`src/rtl/dmi_lock_pkg.sv`:
```
// Shared types for the password-gated JTAG DMI front end: op/error codes, FSM states and
// the default-width request layout.
package dmi_lock_pkg;

  typedef enum logic [1:0] {
    OpNop   = 2'd0,
    OpRead  = 2'd1,
    OpWrite = 2'd2,
    OpPass  = 2'd3
  } dmi_op_e;

  typedef enum logic [1:0] {
    ErrOk     = 2'd0,
    ErrDenied = 2'd2,
    ErrBusy   = 2'd3
  } dmi_err_e;

  typedef enum logic [2:0] {
    StIdle,
    StRead,
    StWrite,
    StWaitRead,
    StWaitWrite,
    StHashReq,
    StHashWait
  } state_e;

  localparam int unsigned DefAbitsW = 7;
  localparam int unsigned DefDataW  = 32;

  typedef struct packed {
    logic [DefAbitsW-1:0] addr;
    logic [DefDataW-1:0]  data;
    dmi_op_e              op;
  } dmi_req_t;

  // A capture in these states would return stale data, so it reports busy instead.
  function automatic logic capture_busy(state_e s);
    return s inside {StRead, StWaitRead, StWaitWrite, StHashReq, StHashWait};
  endfunction

endpackage

```
`src/rtl/dmi_pass_buf.sv`:
```
// Password word buffer: PassWords x DataW, written by index, cleared as a whole,
// exposed as one flat message with word 0 in the LSBs.
module dmi_pass_buf #(
  parameter int unsigned  PassWords = 2,
  parameter int unsigned  DataW     = 32,
  localparam int unsigned IdxW      = (PassWords > 1) ? $clog2(PassWords) : 1
) (
  input  logic                       tck_i,
  input  logic                       trst_ni,
  input  logic                       i_clr,
  input  logic                       i_we,
  input  logic [IdxW-1:0]            i_idx,
  input  logic [DataW-1:0]           i_wdata,
  output logic [PassWords*DataW-1:0] o_msg
);

  logic [PassWords-1:0][DataW-1:0] r_words;

  always_ff @(posedge tck_i or negedge trst_ni) begin
    if (!trst_ni) begin
      r_words <= '0;
    end else if (i_clr) begin
      r_words <= '0;
    end else if (i_we) begin
      for (int unsigned i = 0; i < PassWords; i++) begin
        if (i_idx == IdxW'(i)) begin
          r_words[i] <= i_wdata;
        end
      end
    end
  end

  assign o_msg = r_words;

endmodule

```
`src/rtl/dmi_jtag_lock.sv`:
```
// JTAG-side DMI front end: DR shift register, op decode, request/response FSM and a
// password unlock path that hashes assembled words externally and locks out after MaxFails.
module dmi_jtag_lock
  import dmi_lock_pkg::*;
#(
  parameter int unsigned  AbitsW    = 7,
  parameter int unsigned  DataW     = 32,
  parameter int unsigned  PassWords = 2,
  parameter int unsigned  HashW     = 256,
  parameter int unsigned  MaxFails  = 3,
  localparam int unsigned DrW       = AbitsW + DataW + 2
) (
  input  logic                       tck_i,
  input  logic                       trst_ni,
  input  logic                       test_logic_reset_i,
  input  logic                       capture_dr_i,
  input  logic                       shift_dr_i,
  input  logic                       update_dr_i,
  input  logic                       dmi_access_i,
  input  logic                       dtmcs_select_i,
  input  logic                       dmi_reset_i,
  input  logic                       dmi_tdi_i,
  output logic                       dmi_tdo_o,
  output logic [1:0]                 dmi_error_o,
  input  logic                       read_lock_i,
  output logic [DrW-1:0]             req_o,
  output logic                       req_valid_o,
  input  logic                       req_ready_i,
  input  logic [DataW-1:0]           resp_data_i,
  input  logic                       resp_valid_i,
  output logic                       resp_ready_o,
  output logic                       hash_start_o,
  input  logic                       hash_ready_i,
  output logic [PassWords*DataW-1:0] hash_msg_o,
  input  logic                       hash_valid_i,
  input  logic [HashW-1:0]           hash_i,
  input  logic [HashW-1:0]           exp_hash_i,
  output logic                       unlocked_o,
  output logic                       lockout_o
);

  localparam int unsigned IdxW  = (PassWords > 1) ? $clog2(PassWords) : 1;
  localparam int unsigned FailW = $clog2(MaxFails + 1);

  logic [DrW-1:0]    r_dr;
  logic [AbitsW-1:0] r_addr;
  logic [DataW-1:0]  r_data;
  logic [1:0]        r_error;
  logic [IdxW-1:0]   r_word_cnt;
  logic [FailW-1:0]  r_fail_cnt;
  state_e            r_state;
  logic              r_req_valid;
  logic [1:0]        r_req_op;
  logic              r_hash_start;
  logic              r_unlocked;
  logic              r_lockout;

  logic [AbitsW-1:0] w_dr_addr;
  logic [DataW-1:0]  w_dr_data;
  dmi_op_e           w_dr_op;
  logic              w_update, w_capture, w_decode, w_busy, w_dmi_clear;
  logic [1:0]        w_cap_err;
  logic              w_go_read, w_go_write, w_pass_wr, w_relock, w_denied;
  logic              w_last_word, w_fail_last, w_hash_match, w_buf_clr;

  assign w_dr_addr    = r_dr[DrW-1 -: AbitsW];
  assign w_dr_data    = r_dr[DataW+1:2];
  assign w_dr_op      = dmi_op_e'(r_dr[1:0]);
  assign w_update     = update_dr_i && dmi_access_i;
  assign w_capture    = capture_dr_i && dmi_access_i;
  assign w_decode     = w_update && (r_state == StIdle) && (r_error == ErrOk);
  assign w_busy       = (w_update && (r_state != StIdle)) || (w_capture && capture_busy(r_state));
  assign w_dmi_clear  = dmi_reset_i && dtmcs_select_i;
  assign w_cap_err    = w_busy ? 2'(ErrBusy) : r_error;
  assign w_last_word  = (r_word_cnt == IdxW'(PassWords - 1));
  assign w_fail_last  = (r_fail_cnt >= FailW'(MaxFails - 1));
  assign w_hash_match = (hash_i == exp_hash_i);
  assign w_buf_clr    = w_relock || ((r_state == StHashWait) && hash_valid_i);

  always_comb begin
    w_go_read  = 1'b0;
    w_go_write = 1'b0;
    w_pass_wr  = 1'b0;
    w_relock   = 1'b0;
    w_denied   = 1'b0;
    if (w_decode) begin
      case (w_dr_op)
        OpRead: begin
          if (r_unlocked || !read_lock_i) w_go_read = 1'b1;
          else                            w_denied  = 1'b1;
        end
        OpWrite: begin
          if (r_unlocked) w_go_write = 1'b1;
          else            w_denied   = 1'b1;
        end
        // All-ones address is the relock command rather than a password word.
        OpPass: begin
          if (&w_dr_addr)     w_relock  = 1'b1;
          else if (r_lockout) w_denied  = 1'b1;
          else                w_pass_wr = 1'b1;
        end
        default: ;
      endcase
    end
  end

  dmi_pass_buf #(
    .PassWords (PassWords),
    .DataW     (DataW)
  ) u_pass_buf (
    .tck_i   (tck_i),
    .trst_ni (trst_ni),
    .i_clr   (w_buf_clr),
    .i_we    (w_pass_wr),
    .i_idx   (r_word_cnt),
    .i_wdata (w_dr_data),
    .o_msg   (hash_msg_o)
  );

  always_ff @(posedge tck_i or negedge trst_ni) begin
    if (!trst_ni) begin
      r_dr         <= '0;
      r_addr       <= '0;
      r_data       <= '0;
      r_error      <= ErrOk;
      r_word_cnt   <= '0;
      r_fail_cnt   <= '0;
      r_state      <= StIdle;
      r_req_valid  <= 1'b0;
      r_req_op     <= OpNop;
      r_hash_start <= 1'b0;
      r_unlocked   <= 1'b0;
      r_lockout    <= 1'b0;
    end else begin
      if (test_logic_reset_i)             r_dr <= '0;
      else if (w_capture)                 r_dr <= {r_addr, r_data, w_cap_err};
      else if (shift_dr_i && dmi_access_i) r_dr <= {dmi_tdi_i, r_dr[DrW-1:1]};

      if (w_dmi_clear)   r_error <= ErrOk;
      else if (w_busy)   r_error <= ErrBusy;
      else if (w_denied) r_error <= ErrDenied;

      if (w_decode) begin
        r_addr <= w_dr_addr;
        r_data <= w_dr_data;
      end

      if (w_relock)       r_word_cnt <= '0;
      else if (w_pass_wr) r_word_cnt <= w_last_word ? '0 : r_word_cnt + IdxW'(1);

      case (r_state)
        StIdle: begin
          if (w_go_read || w_go_write) begin
            r_state     <= w_go_read ? StRead : StWrite;
            r_req_op    <= w_go_read ? OpRead : OpWrite;
            r_req_valid <= 1'b1;
          end else if (w_pass_wr && w_last_word) begin
            r_state      <= StHashReq;
            r_hash_start <= 1'b1;
          end
          if (w_relock) r_unlocked <= 1'b0;
        end
        StRead, StWrite: begin
          if (req_ready_i) begin
            r_state     <= (r_state == StRead) ? StWaitRead : StWaitWrite;
            r_req_valid <= 1'b0;
            r_req_op    <= OpNop;
          end
        end
        StWaitRead, StWaitWrite: begin
          if (resp_valid_i) begin
            if (r_state == StWaitRead) r_data <= resp_data_i;
            r_state <= StIdle;
          end
        end
        StHashReq: begin
          if (hash_ready_i) begin
            r_hash_start <= 1'b0;
            r_state      <= StHashWait;
          end
        end
        StHashWait: begin
          if (hash_valid_i) begin
            if (w_hash_match) begin
              r_unlocked <= 1'b1;
              r_fail_cnt <= '0;
            end else begin
              r_fail_cnt <= w_fail_last ? FailW'(MaxFails) : r_fail_cnt + FailW'(1);
              if (w_fail_last) begin
                r_lockout  <= 1'b1;
                r_unlocked <= 1'b0;
              end
            end
            r_state <= StIdle;
          end
        end
        default: r_state <= StIdle;
      endcase
    end
  end

  assign dmi_tdo_o    = r_dr[0];
  assign dmi_error_o  = r_error;
  assign req_o        = {r_addr, r_data, r_req_op};
  assign req_valid_o  = r_req_valid;
  assign resp_ready_o = 1'b1;
  assign hash_start_o = r_hash_start;
  assign unlocked_o   = r_unlocked;
  assign lockout_o    = r_lockout;

endmodule

```
`config.mk`:
```
export PLATFORM = sky130hd
export DESIGN_NAME = dmi_jtag_lock
export DESIGN_NICKNAME = d
export VERILOG_FILES = /design/src/rtl/dmi_lock_pkg.sv /design/src/rtl/dmi_pass_buf.sv /design/src/rtl/dmi_jtag_lock.sv
export SDC_FILE = /design/constraint.sdc
export NUM_CORES = 1
export LEC_CHECK = 0
export CORE_AREA = 10 10 255 257
export DETAILED_ROUTE_END_ITERATION = 7
export DIE_AREA = 0 0 265 267
export GPL_TIMING_DRIVEN = 0
export HOLD_SLACK_MARGIN = 0.03
export PLACE_DENSITY = 0.46
export SYNTH_ARGS = -nofsm -noshare
export SYNTH_HDL_FRONTEND = slang
export SYNTH_SLANG_ARGS = --single-unit
```
`constraint.sdc`:
```
create_clock -name tck_i -period 2.37 [get_ports tck_i]
set_clock_uncertainty 0.1 [all_clocks]
set_input_delay 0.3555 -clock tck_i [delete_from_list [all_inputs] [get_ports tck_i]]
set_output_delay 0.3555 -clock tck_i [all_outputs]
set_load 0.05 [all_outputs]
```
# ---- Yosys cells after proc, flatten, opt, wreduce, memory -nomap -nowiden
# Index checks and enable logic that the tools add are counted.
dict set report word_totals {
  ff_bits 158
  input_bits 559
  out_inout_bits 113
  word_cells 141
}
dict set report op_classes {
  addsub 2
  n_lt_le_gt_ge 1
  n_eq_ne 21
  muxes 64
  n_bitwise 1
  n_reduce_logical 38
}
# operator n
set op_table {}
lappend op_table {{== test 256 bit} 1}
lappend op_table {{2-to-1 mux 32 bit} 6}
lappend op_table {{2-to-1 mux 64 bit} 2}
lappend op_table {{2-to-1 mux 41 bit} 3}
lappend op_table {{2-to-1 mux 1 bit} 30}
lappend op_table {{2-to-1 mux 3 bit} 7}
lappend op_table {{2-to-1 mux 2 bit} 10}
lappend op_table {{case mux 3 bit (5 select lines)} 1}
lappend op_table {{inequality test 2 bit (second input constant)} 6}
lappend op_table {{AND reduction 4 bit} 3}
lappend op_table {{nonzero test 2 bit} 6}
lappend op_table {{logical AND 1 bit} 10}
lappend op_table {{== test 3 bit (second input constant)} 3}
lappend op_table {{nonzero test 3 bit} 3}
lappend op_table {{AND reduction 7 bit} 1}
lappend op_table {{== test 3 x 2 -> 1 bit (second input constant)} 2}
lappend op_table {{inequality test 2 x 1 -> 1 bit (second input constant)} 3}
lappend op_table {{case mux 1 bit (2 select lines)} 3}
lappend op_table {{AND reduction 2 bit} 3}
lappend op_table {{AND reduction 5 bit} 1}
lappend op_table {{nonzero test 5 bit} 1}
lappend op_table {{== test 2 bit (second input constant)} 2}
lappend op_table {{logical OR 1 bit} 4}
lappend op_table {{case mux 2 bit (2 select lines)} 1}
lappend op_table {{other kinds (14)} 15}

# ---- Depth between registers and ports, before layout
# Gate-level depths: netlist (run 1).
dict set report logic_depth {
  ltp_word 8
  depth_mapped 8
  ltp_nobuf 6
}

# ---- Cells and area by module
# A second synthesis (run 1) with hierarchy kept.
dict set report unflattened {
  cells_unflattened 1017
  area_unflattened_um2 10312.4
}
# module instances cells_each area_each_um2 seq_area_each_um2
set by_module_without_submodules {}
lappend by_module_without_submodules {dmi_jtag_lock 1 772 7295.7 2352.3}
lappend by_module_without_submodules {dmi_pass_buf 1 245 3016.6 1601.5}

# ---- Worst setup path after synthesis (run 1)
# No wires, ideal clock.
dict set report synth_timing {
  path_type {register -> register}
  from {reg r_error[0] (netlist: dmi_error_o[0])}
  to {reg r_state[0]}
  setup_ns 0.121
  arrival_ns 1.931
  slack_ns 0.218
  stages_incl_launch_ff 8
  n_path_buf 1
  cell_sequence {dfrtp_1 -> and4bb_1 -> and3_1 -> and4_1 -> buf_4 -> o32ai_4 -> nor2_1 -> o22a_1}
}
dict set report synth_between {
  elab_chain_len 6
}
# element line_no
set synth_lines {}
lappend synth_lines {{start, declared} dmi_jtag_lock.sv:48} ;# logic [1:0] r_error;
lappend synth_lines {{start signal, assigned} dmi_jtag_lock.sv:125} ;# r_error <= ErrOk;
lappend synth_lines {{start signal, assigned} dmi_jtag_lock.sv:139} ;# if (w_dmi_clear) r_error <= ErrOk;
lappend synth_lines {{start signal, assigned} dmi_jtag_lock.sv:140} ;# else if (w_busy) r_error <= ErrBusy;
lappend synth_lines {{logical NOT 2 bit (*)} dmi_jtag_lock.sv:71} ;# assign w_decode = w_update && (r_state == StIdle) && (r_error == ErrOk);
lappend synth_lines {{logical AND 1 bit (*)} dmi_jtag_lock.sv:71}
lappend synth_lines {{2-to-1 mux 1 bit} dmi_jtag_lock.sv:86} ;# if (w_decode) begin
lappend synth_lines {{2-to-1 mux 2 bit, or another cell as far along} dmi_jtag_lock.sv:154} ;# r_state <= w_go_read ? StRead : StWrite;
lappend synth_lines {{2-to-1 mux 3 bit / inequality test 3 x 1 -> 1 bit (equally long branches)} n/a}
lappend synth_lines {{case mux 3 bit (5 select lines) / AND reduction 5 bit (equally long branches)} n/a}
lappend synth_lines {{end signal, assigned} dmi_jtag_lock.sv:154}
lappend synth_lines {{end signal, assigned} dmi_jtag_lock.sv:158} ;# r_state <= StHashReq;
lappend synth_lines {{end signal, assigned} dmi_jtag_lock.sv:165} ;# r_state <= (r_state == StRead) ? StWaitRead : StWaitWrite;
lappend synth_lines {{end, declared} dmi_jtag_lock.sv:51} ;# state_e r_state;
# Mark *: on every way between the ends. The rest lies on a longest branch, timed or not.
# A chain may end at the register's enable or synchronous reset.

# ---- Worst setup path in the final report (run 1)
dict set report layout_timing {
  from {in exp_hash_i[122]}
  to {reg r_lockout (netlist: lockout_o)}
}
dict set report layout_between {
  elab_chain_len 3
}
# element line_no
set layout_lines {}
lappend layout_lines {{start, declared} dmi_jtag_lock.sv:37} ;# input logic [HashW-1:0] exp_hash_i,
lappend layout_lines {{== test 256 bit} dmi_jtag_lock.sv:77} ;# assign w_hash_match = (hash_i == exp_hash_i);
lappend layout_lines {{inverter 1 bit (no source line)} n/a}
lappend layout_lines {{AND reduction 4 bit (no source line)} n/a}
lappend layout_lines {{end signal, assigned} dmi_jtag_lock.sv:133} ;# r_lockout <= 1'b0;
lappend layout_lines {{end signal, assigned} dmi_jtag_lock.sv:190} ;# r_lockout <= 1'b1;
lappend layout_lines {{end, declared} dmi_jtag_lock.sv:56} ;# logic r_lockout;
# No other way between the ends.

==> results of run 1 <==
## synthesized netlist by cell type, types with 3 or more instances
library cell	instances	share of area, %
sky130_fd_sc_hd__mux2i_1	71	7.2
sky130_fd_sc_hd__clkbuf_1	28	1.1
sky130_fd_sc_hd__o21a_1	3	0.23
sky130_fd_sc_hd__a21oi_1	102	5.2
sky130_fd_sc_hd__o21ai_0	9	0.46
sky130_fd_sc_hd__a21o_1	3	0.23
sky130_fd_sc_hd__nor2_1	43	1.6
sky130_fd_sc_hd__dfrtp_1	158	40
sky130_fd_sc_hd__o31ai_1	39	3.0
sky130_fd_sc_hd__nand3b_1	4	0.30
sky130_fd_sc_hd__nand4_1	70	4.4
sky130_fd_sc_hd__nand2_1	180	6.8
sky130_fd_sc_hd__nand2b_1	3	0.19
sky130_fd_sc_hd__nor3b_1	3	0.23
sky130_fd_sc_hd__xnor2_1	256	23
sky130_fd_sc_hd__nor4_1	16	1.0
sky130_fd_sc_hd__nand3_1	4	0.20
sky130_fd_sc_hd__mux2_2	8	0.91
sky130_fd_sc_hd__buf_2	15	0.76
sky130_fd_sc_hd__buf_1	8	0.30
## kinds of logic after synthesis
group                  Yosys count
AND/OR/NAND/NOR                337
multiplexers                    79
XOR/XNOR                       257
AO/OA/AOI/OAI                  171
flip-flops                     158
other                            1
buffers and inverters           56
## per-stage QoR
| stage | cell area, um^2 | cells | util, % |
|---|---|---|---|
| floorplan | 9870 | 1059 | - |
| global placement | 17500 | 2510 | 29.3 |
| detailed placement | 17600 | 2511 | 29.3 |
| CTS | 18300 | 2545 | 30.6 |
| global route | 18400 | 2551 | 30.7 |
| finish | 18400 | 2555 | 30.7 |
## layer usage
| metal | up-vias | track usage, % |
|---|---|---|
| li1 | 5058 | - |
| met1 | 5167 | 20.5 |
| met2 | 538 | 39.6 |
| met3 | 168 | 9.46 |
| met4 | 38 | 3.74 |
| met5 | - | 0 |
## area by class of cell
type	count	area share [%]
Inverter	2	0.0408
Tap cell	782	5.32
Clock inverter	14	1.12
Clock buffer	18	2.39
Antenna cell	11	0.150
Sequential cell	158	21.5
Buffer	53	1.31
Multi-Input combinational cell	845	31.5
Timing Repair Buffer	672	36.7
## path summary, 6_finish.rpt
check | from | cells after the start | end | slack (ps)
setup / recovery | exp_hash_i[122] | 8 | lockout_o | 20
hold / removal | trst_ni | 2 | u_pass_buf.o_msg[48] | 350
setup reg to reg | dmi_error_o[0] | 6 | u_pass_buf.o_msg[2] | 100
hold reg to reg | u_pass_buf.o_msg[11] | 2 | u_pass_buf.o_msg[11] | 420
max in group asynchronous | trst_ni | 3 | u_pass_buf.o_msg[34] | 940
min in group tck_i | dtmcs_select_i | 2 | dmi_error_o[1] | 400
## state kept, by name, indices dropped and copies added (netlist names)
register and count:
u_pass_buf.o_msg 64, r_dr 41, r_data 32, r_addr 7, r_state 3, dmi_error_o 2, r_fail_cnt 2, r_req_op 2
hash_start_o 1, lockout_o 1, r_word_cnt 1, req_valid_o 1, unlocked_o 1
## worst reg2reg max path: cells and delay by family, from the launching register on
kind,cells,cell delay (ps)
compound gates,1,70
flops,1,450
buf+inv,1,290
simple gates,4,1240
## report_power, final
part | switching, mW | total, mW | internal (mW)
Sequential | 0.527 | 3.66 | 3.14
Clock | 1.24 | 3.06 | 1.81
Combinational | 2.52 | 4.72 | 2.20
Total | 4.29 | 11.4 | 7.15
## timing repair
action / CTS / global route
gates resized for setup: 16 / 18
setup endpoints to repair: 35 / 53
buffers inserted: 1 / 0
pin swaps: 7 / 4
hold endpoints to repair: 61 / 0
hold buffers: 1 / 0
==> results list, run 1 <==
- Met3 wirelength from detailed routing: 7670 um
- Detailed-route vias per instance: 4.29
- Relative area change from synthesis to final layout: 86.4%
- Of the post-synthesis cell area, the part taken by muxes is 8.11%.
- The tree is rooted in a sky130_fd_sc_hd__clkbuf_16.
- Clock-pin slew of the registers on the worst-case setup and hold paths: 60 ps
- Register area share after synthesis: 40.1%
- After synthesis, the netlist uses 48 different library cells.
- Half-perimeter wire length of the detailed placement result: 69000 um
- The run finished with clean final reports.
- Input and output buffers added on the ports amount to 669.
* GRT Util Overall: 20.8%
* Commonest register cell after synthesis: sky130_fd_sc_hd__dfrtp_1
- The core region is 59900 um^2.
- The filler cells instantiated in the layout total 6424.
- Number of synthesis warnings: 0
- Synthesized instance count: 1059
- DR WL/cell: 29.8 um
* Wire length on met1: 26300 um
* Final routed DRC violation total: 0
- Setup violations remaining at the end of the flow were counted as 0.
- Xor/xnor share of the synthesized area: 22.8%
- Count of buffering cells on the critical path with inverters included: 2
- Crit path arrival time: 2570 ps
* Final worst path period share: 99.2%
- The worst setup path is of the input port to flip-flop kind.
* Count of endpoints failing hold in the final timing report: 0
- Wire segments on met2 add up to 40400 um in the final route.
* Vias in the first global route: 11600
- Synthesized Nets: 1618
* Fraction of the mapped netlist area in adder cells: 0%
- Critical-path cell with the highest stage delay: sky130_fd_sc_hd__clkdlybuf4s50_1
- For the worst-skew pair, the clock arrives at the later sink with an insertion delay of 440 ps.
- Crit-path most repeated cell: sky130_fd_sc_hd__nand4_1
* Worst Tran Pin Value: 941 ps
- Hold is met by 352 ps.
- Pin count of the biggest net entering global routing: 98
- Measured against its own limit, the worst slew margin works out to 37.5%.
- The initialized floorplan defines 90 standard-cell rows.
- In this run, CTS created clock tree buffers numbering 17.
- Summing all flip-flop and latch instances after layout gives 3950 um^2.
- Post-layout power: 11.4 mW
* Share of synthesized registers carrying an async set or reset: 100%
- Final Wtd Congestion: 0.906
- Worst hold path type: input port to asynchronous set/reset pin
- Once the floorplan was initialized, standard cells occupied 16.5% of the core.
- In this run the top signal layer used is met5.
* X dimension of the die: 265 um
- Achievable frequency: 0.425 GHz
- The die covers 70800 um^2.
- During I/O placement, the number of pins put on the boundary was 672.
- The longest clock path from root to sink contains 2 buffers.
* Time the final worst path needs with I/O delays and setup: 2350 ps
- First drt pass iteration count: 4
- Of the cells placed in the final design, the portion with a size suffix greater than 1 is 4.94%.
- Total congestion overflow after global routing: 0
- In this run the mean area of a mapped cell was 9.32 um^2.
- Prior to clock tree synthesis, the placed netlist has a worst setup slack of -1030 ps.
- The largest single stage delay on the critical path is 500 ps.
* Simple-gate share of the synthesized area: 16.0%
- The tool flagged a number of max-cap violations equal to 0.
* First-iteration detailed-routing DRC count: 508
* Power density cells: 622 nW/um^2
* Detailed Route WL: 76100 um
- Along the worst path, the maximum fanout reaches 4.
- At the end of the flow, the number of nets in the layout was 2308.
- Sort of element at the end of the critical path: flip-flop
- The analysis attributes to cell leakage a power of 7.10 nW.
- The H-tree was split into 4 levels.
* Synthesized-area fraction occupied by ao, oa, aoi and oai cells: 10.5%
* Die Ht: 267 um
- The number of slew-limit violations in the final report came to 0.
- Detail Route Antenna Nets: 0
- Counting every sink on the clock net gives 158.
- Final setup slack of the worst path: 19.0 ps
* CP Launch Type: input port
- The mapped netlist covers 9870 um^2.
- In this design, the largest share of critical-path delay is due to simple AND/OR/NAND/NOR gates.
- Counting flops and latches in the post-synthesis netlist gives 158.
- Leading cell type in the layout, fill and taps excluded: sky130_fd_sc_hd__clkdlybuf4s50_1
- Crit path required time: 2590 ps
* Main combinational cell family by area after synthesis: XOR/XNOR gates
- Setup repair after global routing left no endpoint under its margin.
- Post-synth EDFFs: 0
* Footprint of the multi-input gates: 5790 um^2
* CTS tree: done
* Vias: 11000
- IR analysis of the VDD net gives a maximum drop of 0.385 mV.
- Initial antenna violation count: 93
- Walking the worst path, the cells encountered are clkdlybuf4s50_1 > xnor2_1 > nand4_1 > nor4_1 > nand4_1 > nor4_4 > buf_6 > o21ai_0.
- Setup_tns: 0 ps
- In the layout the commonest cells are sky130_fd_sc_hd__clkdlybuf4s50_1 (666), sky130_fd_sc_hd__xnor2_1 (250), sky130_fd_sc_hd__nand2_1 (180).
- Global-route wire length before repair: 101000 um
No activity file was read; power rests on OpenSTA's default activity.
==> inputs of run 2 (changes only) <==
--- a/config.mk
+++ b/config.mk
@@ -5,10 +5,10 @@
 export SDC_FILE = /design/constraint.sdc
 export NUM_CORES = 1
 export LEC_CHECK = 0
+export CAP_MARGIN = 25
 export CORE_AREA = 10 10 255 257
 export DETAILED_ROUTE_END_ITERATION = 7
 export DIE_AREA = 0 0 265 267
-export GPL_TIMING_DRIVEN = 0
 export HOLD_SLACK_MARGIN = 0.03
 export PLACE_DENSITY = 0.46
 export SYNTH_ARGS = -nofsm -noshare
==> results list, run 2 (synthesis gave the netlist of run 1 again) <==
- CP Launch Type: flip-flop (was input port)
* Clock group share of total power: 25.3% (was 26.7%)
- Half-perimeter wire length of the detailed placement result: 67200 um (was 69000 um)
* Buffer count from post-CTS setup fixing: 0 (was 1)
- The routed via count divided by cell count is 4.31 (was 4.29).
- # setup viols final: 0 (unchanged)
- The cell-internal power is 7.03 mW (was 7.15 mW).
- The number of vias after detailed routing was 11000 (about the same).
* Max FO, Critical Path: 6 (was 4)
* Fraction of final layout cells sized beyond drive strength 1: 7.11% (was 4.94%)
- The static leakage was 7.32 nW (was 7.10 nW).
- Time the final worst path needs with I/O delays and setup: 2330 ps (was 2350 ps)
* X dimension of the die: 265 um (unchanged)
- The accumulated negative setup slack is 0 ps (unchanged).
- The clock transition time at the flip-flop clock pins of the worst setup and hold paths was 70 ps (was 60 ps).
* Net count reported at finish: 2303 (was 2308)
* Global-route wire length before repair: 100000 um (was 101000 um)
- The number of cells after detailed placement came to 2506 (was 2511).
- The cell row count came to 90 (unchanged).
- Seq. cell area: 3950 um^2 (unchanged)
* Final routed DRC violation total: 0 (unchanged)
* RSZ-0062 raised after global routing: true (was false)
- The number of buffer cells added on primary ports came to 670 (was 669).
* Footprint of the multi-input gates: 5860 um^2 (was 5790 um^2)
- Core Area: 59900 um^2 (unchanged)
- Busiest layer in global routing: met2 (unchanged)
* Beginning of the worst register-to-register path: dmi_error_o[0] (unchanged)
* DR WL/cell: 29.5 um (was 29.8 um)
- Root buffer selected by CTS: sky130_fd_sc_hd__clkbuf_16 (unchanged)
- Cell count of the worst reg-to-reg path: 6 (unchanged)
* Part of the power in registers: 32.2% (was 32.0%)
- Count of fill cells added during filler insertion: 6348 (was 6424)
- Total congestion overflow after global routing: 0 (unchanged)
- Run status: complete, no violations (unchanged).
- Worst setup path category: flip-flop to output port (was input port to flip-flop)
* Effective utilization at floorplan: 16.5% (unchanged)
- The count of H-tree levels built during CTS is 4 (unchanged).
- The sum of buffers and inverters on the critical path was 1 (was 2).
- The number of endpoints with negative hold slack in the final report was 0 (unchanged).
- The number of non-filler instances in the completed layout was 2557 (was 2555).
- The family with the most delay on the worst path is buffers and inverters (was simple AND/OR/NAND/NOR gates).
* Most frequent cells in the layout: sky130_fd_sc_hd__clkdlybuf4s50_1 (643), sky130_fd_sc_hd__xnor2_1 (244), sky130_fd_sc_hd__nand2_1 (178) (was sky130_fd_sc_hd__clkdlybuf4s50_1 (666), sky130_fd_sc_hd__xnor2_1 (250), sky130_fd_sc_hd__nand2_1 (180))
* Crit path arrival time: 1880 ps (was 2570 ps)
* M3 GR Usage: 8.66% (was 9.46%)
- The slack of the worst reg-to-reg path was 300 ps (was 100 ps).
* Critical Path, Cell by Cell: clkdlybuf4s50_1 (was clkdlybuf4s50_1 > xnor2_1 > nand4_1 > nor4_1 > nand4_1 > nor4_4 > buf_6 > o21ai_0)
- The capture point of the worst reg-to-reg path is r_state[2] (was u_pass_buf.o_msg[2]).
* Detail Route Antenna Nets: 0 (unchanged)
- GR Layer Usage met1: 20.7% (was 20.5%)
- Worst hold path type: input port to flip-flop (was input port to asynchronous set/reset pin)
* Largest buffer count on any clock path: 2 (unchanged)
- I/O pin cnt: 672 (unchanged)
- Net switching component of the power: 4.27 mW (was 4.29 mW)
* Share of total power in combinational logic: 42.6% (was 41.3%)
- Number of max-cap violations: 0 (unchanged)
- Sink count of the clock tree: 158 (unchanged)
* Leading cell type in the layout, fill and taps excluded: sky130_fd_sc_hd__clkdlybuf4s50_1 (unchanged)
- Die Ht: 267 um (unchanged)
- DP Area: 17900 um^2 (was 17600 um^2)
- Met2 usage in global routing: 39.0% (was 39.6%)
- Achievable frequency: 0.429 GHz (was 0.425 GHz)
- GRT Util Overall: 20.6% (was 20.8%)
- The delay of the slowest cell on the worst path was 890 ps (was 500 ps).
- The insertion delay to the later sink of the worst-skew pair was 440 ps (about the same).
* First drt pass iteration count: 5 (was 4)
* HP Start: test_logic_reset_i
* Count of cells along the worst hold path: 2
* TritonCTS buffer count: 17 (unchanged)
* Design area: 18700 um^2 (was 18400 um^2)
* Worst max-slew margin expressed relative to the limit: 59.3% (was 37.5%)
- The total wire length after detailed routing came to 75300 um (was 76100 um).
* Sort of element at the end of the critical path: output port (was flip-flop)
- The worst IR drop on VDD was 0.377 mV (was 0.385 mV).
- Relative area change from synthesis to final layout: 89.5% (was 86.4%)
* Critical-path cell with the highest stage delay: sky130_fd_sc_hd__clkdlybuf4s50_1 (unchanged)
- Initial antenna violation count: 94 (was 93)
- The power density over cell area is 604 nW/um^2 (was 622 nW/um^2).
- The number of slew-limit violations in the final report came to 0 (unchanged).
- CTS tree: done (unchanged)
* Final Wtd Congestion: 0.926 (was 0.906)
- Pin count of the biggest net entering global routing: 61 (was 98)
- Flip-flop count of the largest register, all copies and words added: 64 (unchanged)
* Post-layout power: 11.3 mW (was 11.4 mW)
- Worst Tran Pin Value: 608 ps (was 941 ps)
- The switching fraction of total power came to 37.8% (was 37.5%).
- Crit path required time: 1910 ps (was 2590 ps)
- Final worst path period share: 98.4% (was 99.2%)
* Total Die Area: 70800 um^2 (unchanged)
* Vias in the first global route: 11700 (was 11600)
- The violation count after the first detailed-routing iteration was 572 (was 508).
- Min-Delay Endpoint: r_dr[13]
-- run 2: changes by cell type in the layout (fill, tap and decap cells not counted), sizes merged, moves of 7 or more --
cell / previous run / this run
clkbuf: 47 / 19
buf: 27 / 53
clkdlybuf4s50: 666 / 643
dlygate4sd2: 1 / 12
dlymetal6s2s: 1 / 11
diode: 11 / 18
-- run 2: final cells by class --
type                       instances  area share, %
antenna                           18          0.241
tap                              782           5.23
timing repair buffer             720           38.8
clock inverter                    13          0.816
clock buffer                      19           2.42
sequential                       158           21.1
multi-input combinational        845           31.4
inverter                           2         0.0401
-- run 2: metrics by stage --
stage / utilization [%] / hold WS [ps] / setup WS (ps)
4_1_cts: 31.0 / 146 / 0.725
5_1_grt: 31.2 / 165 / -0.212
3_5_place_dp: 29.8 / 278 / -644
2_1_floorplan: - / -40.1 / 218
3_3_place_gp: 29.8 / 275 / -580
6_report: 31.2 / 167 / 38.0
-- run 2: per-layer routing --
layer,wire length (um),up-vias,share of wire (%)
li1,-,5063,-
met1,26000,5205,35
met2,39900,553,53
met3,7500,155,10
met4,1580,40,2.1
met5,262,-,0.35
-- run 2: worst max path at each step --
stage | startpoint | endpoint | slack [ps] | depth (start not counted)
floorplan | dmi_error_o[0] | r_state[0] | 220 | 7
global placement | exp_hash_i[78] | lockout_o | -580 | 8
detailed placement | hash_i[50] | lockout_o | -640 | 9
CTS | exp_hash_i[104] | r_fail_cnt[0] | 0.7 | 10
global route | exp_hash_i[78] | r_fail_cnt[0] | -0.2 | 8
finish | unlocked_o | unlocked_o | 40 | 1
-- run 2: what timing repair did --
item,4_1_cts,5_1_grt
hold buffers,1,0
pin swaps,14,15
setup endpoints to repair,4,5
cloned,0,0
resized for setup,25,22
hold endpoints to repair,50,0
-- run 2: power groups by stage --
stage	Sequential, mW	Clock, mW	Combinational [mW]
2_1_floorplan	4.59	0	1.46
3_3_place_gp	3.67	0	4.78
3_5_place_dp	3.68	0	4.82
4_1_cts	3.64	2.93	4.84
5_1_grt	3.70	3.04	5.10
6_report	3.64	2.85	4.81
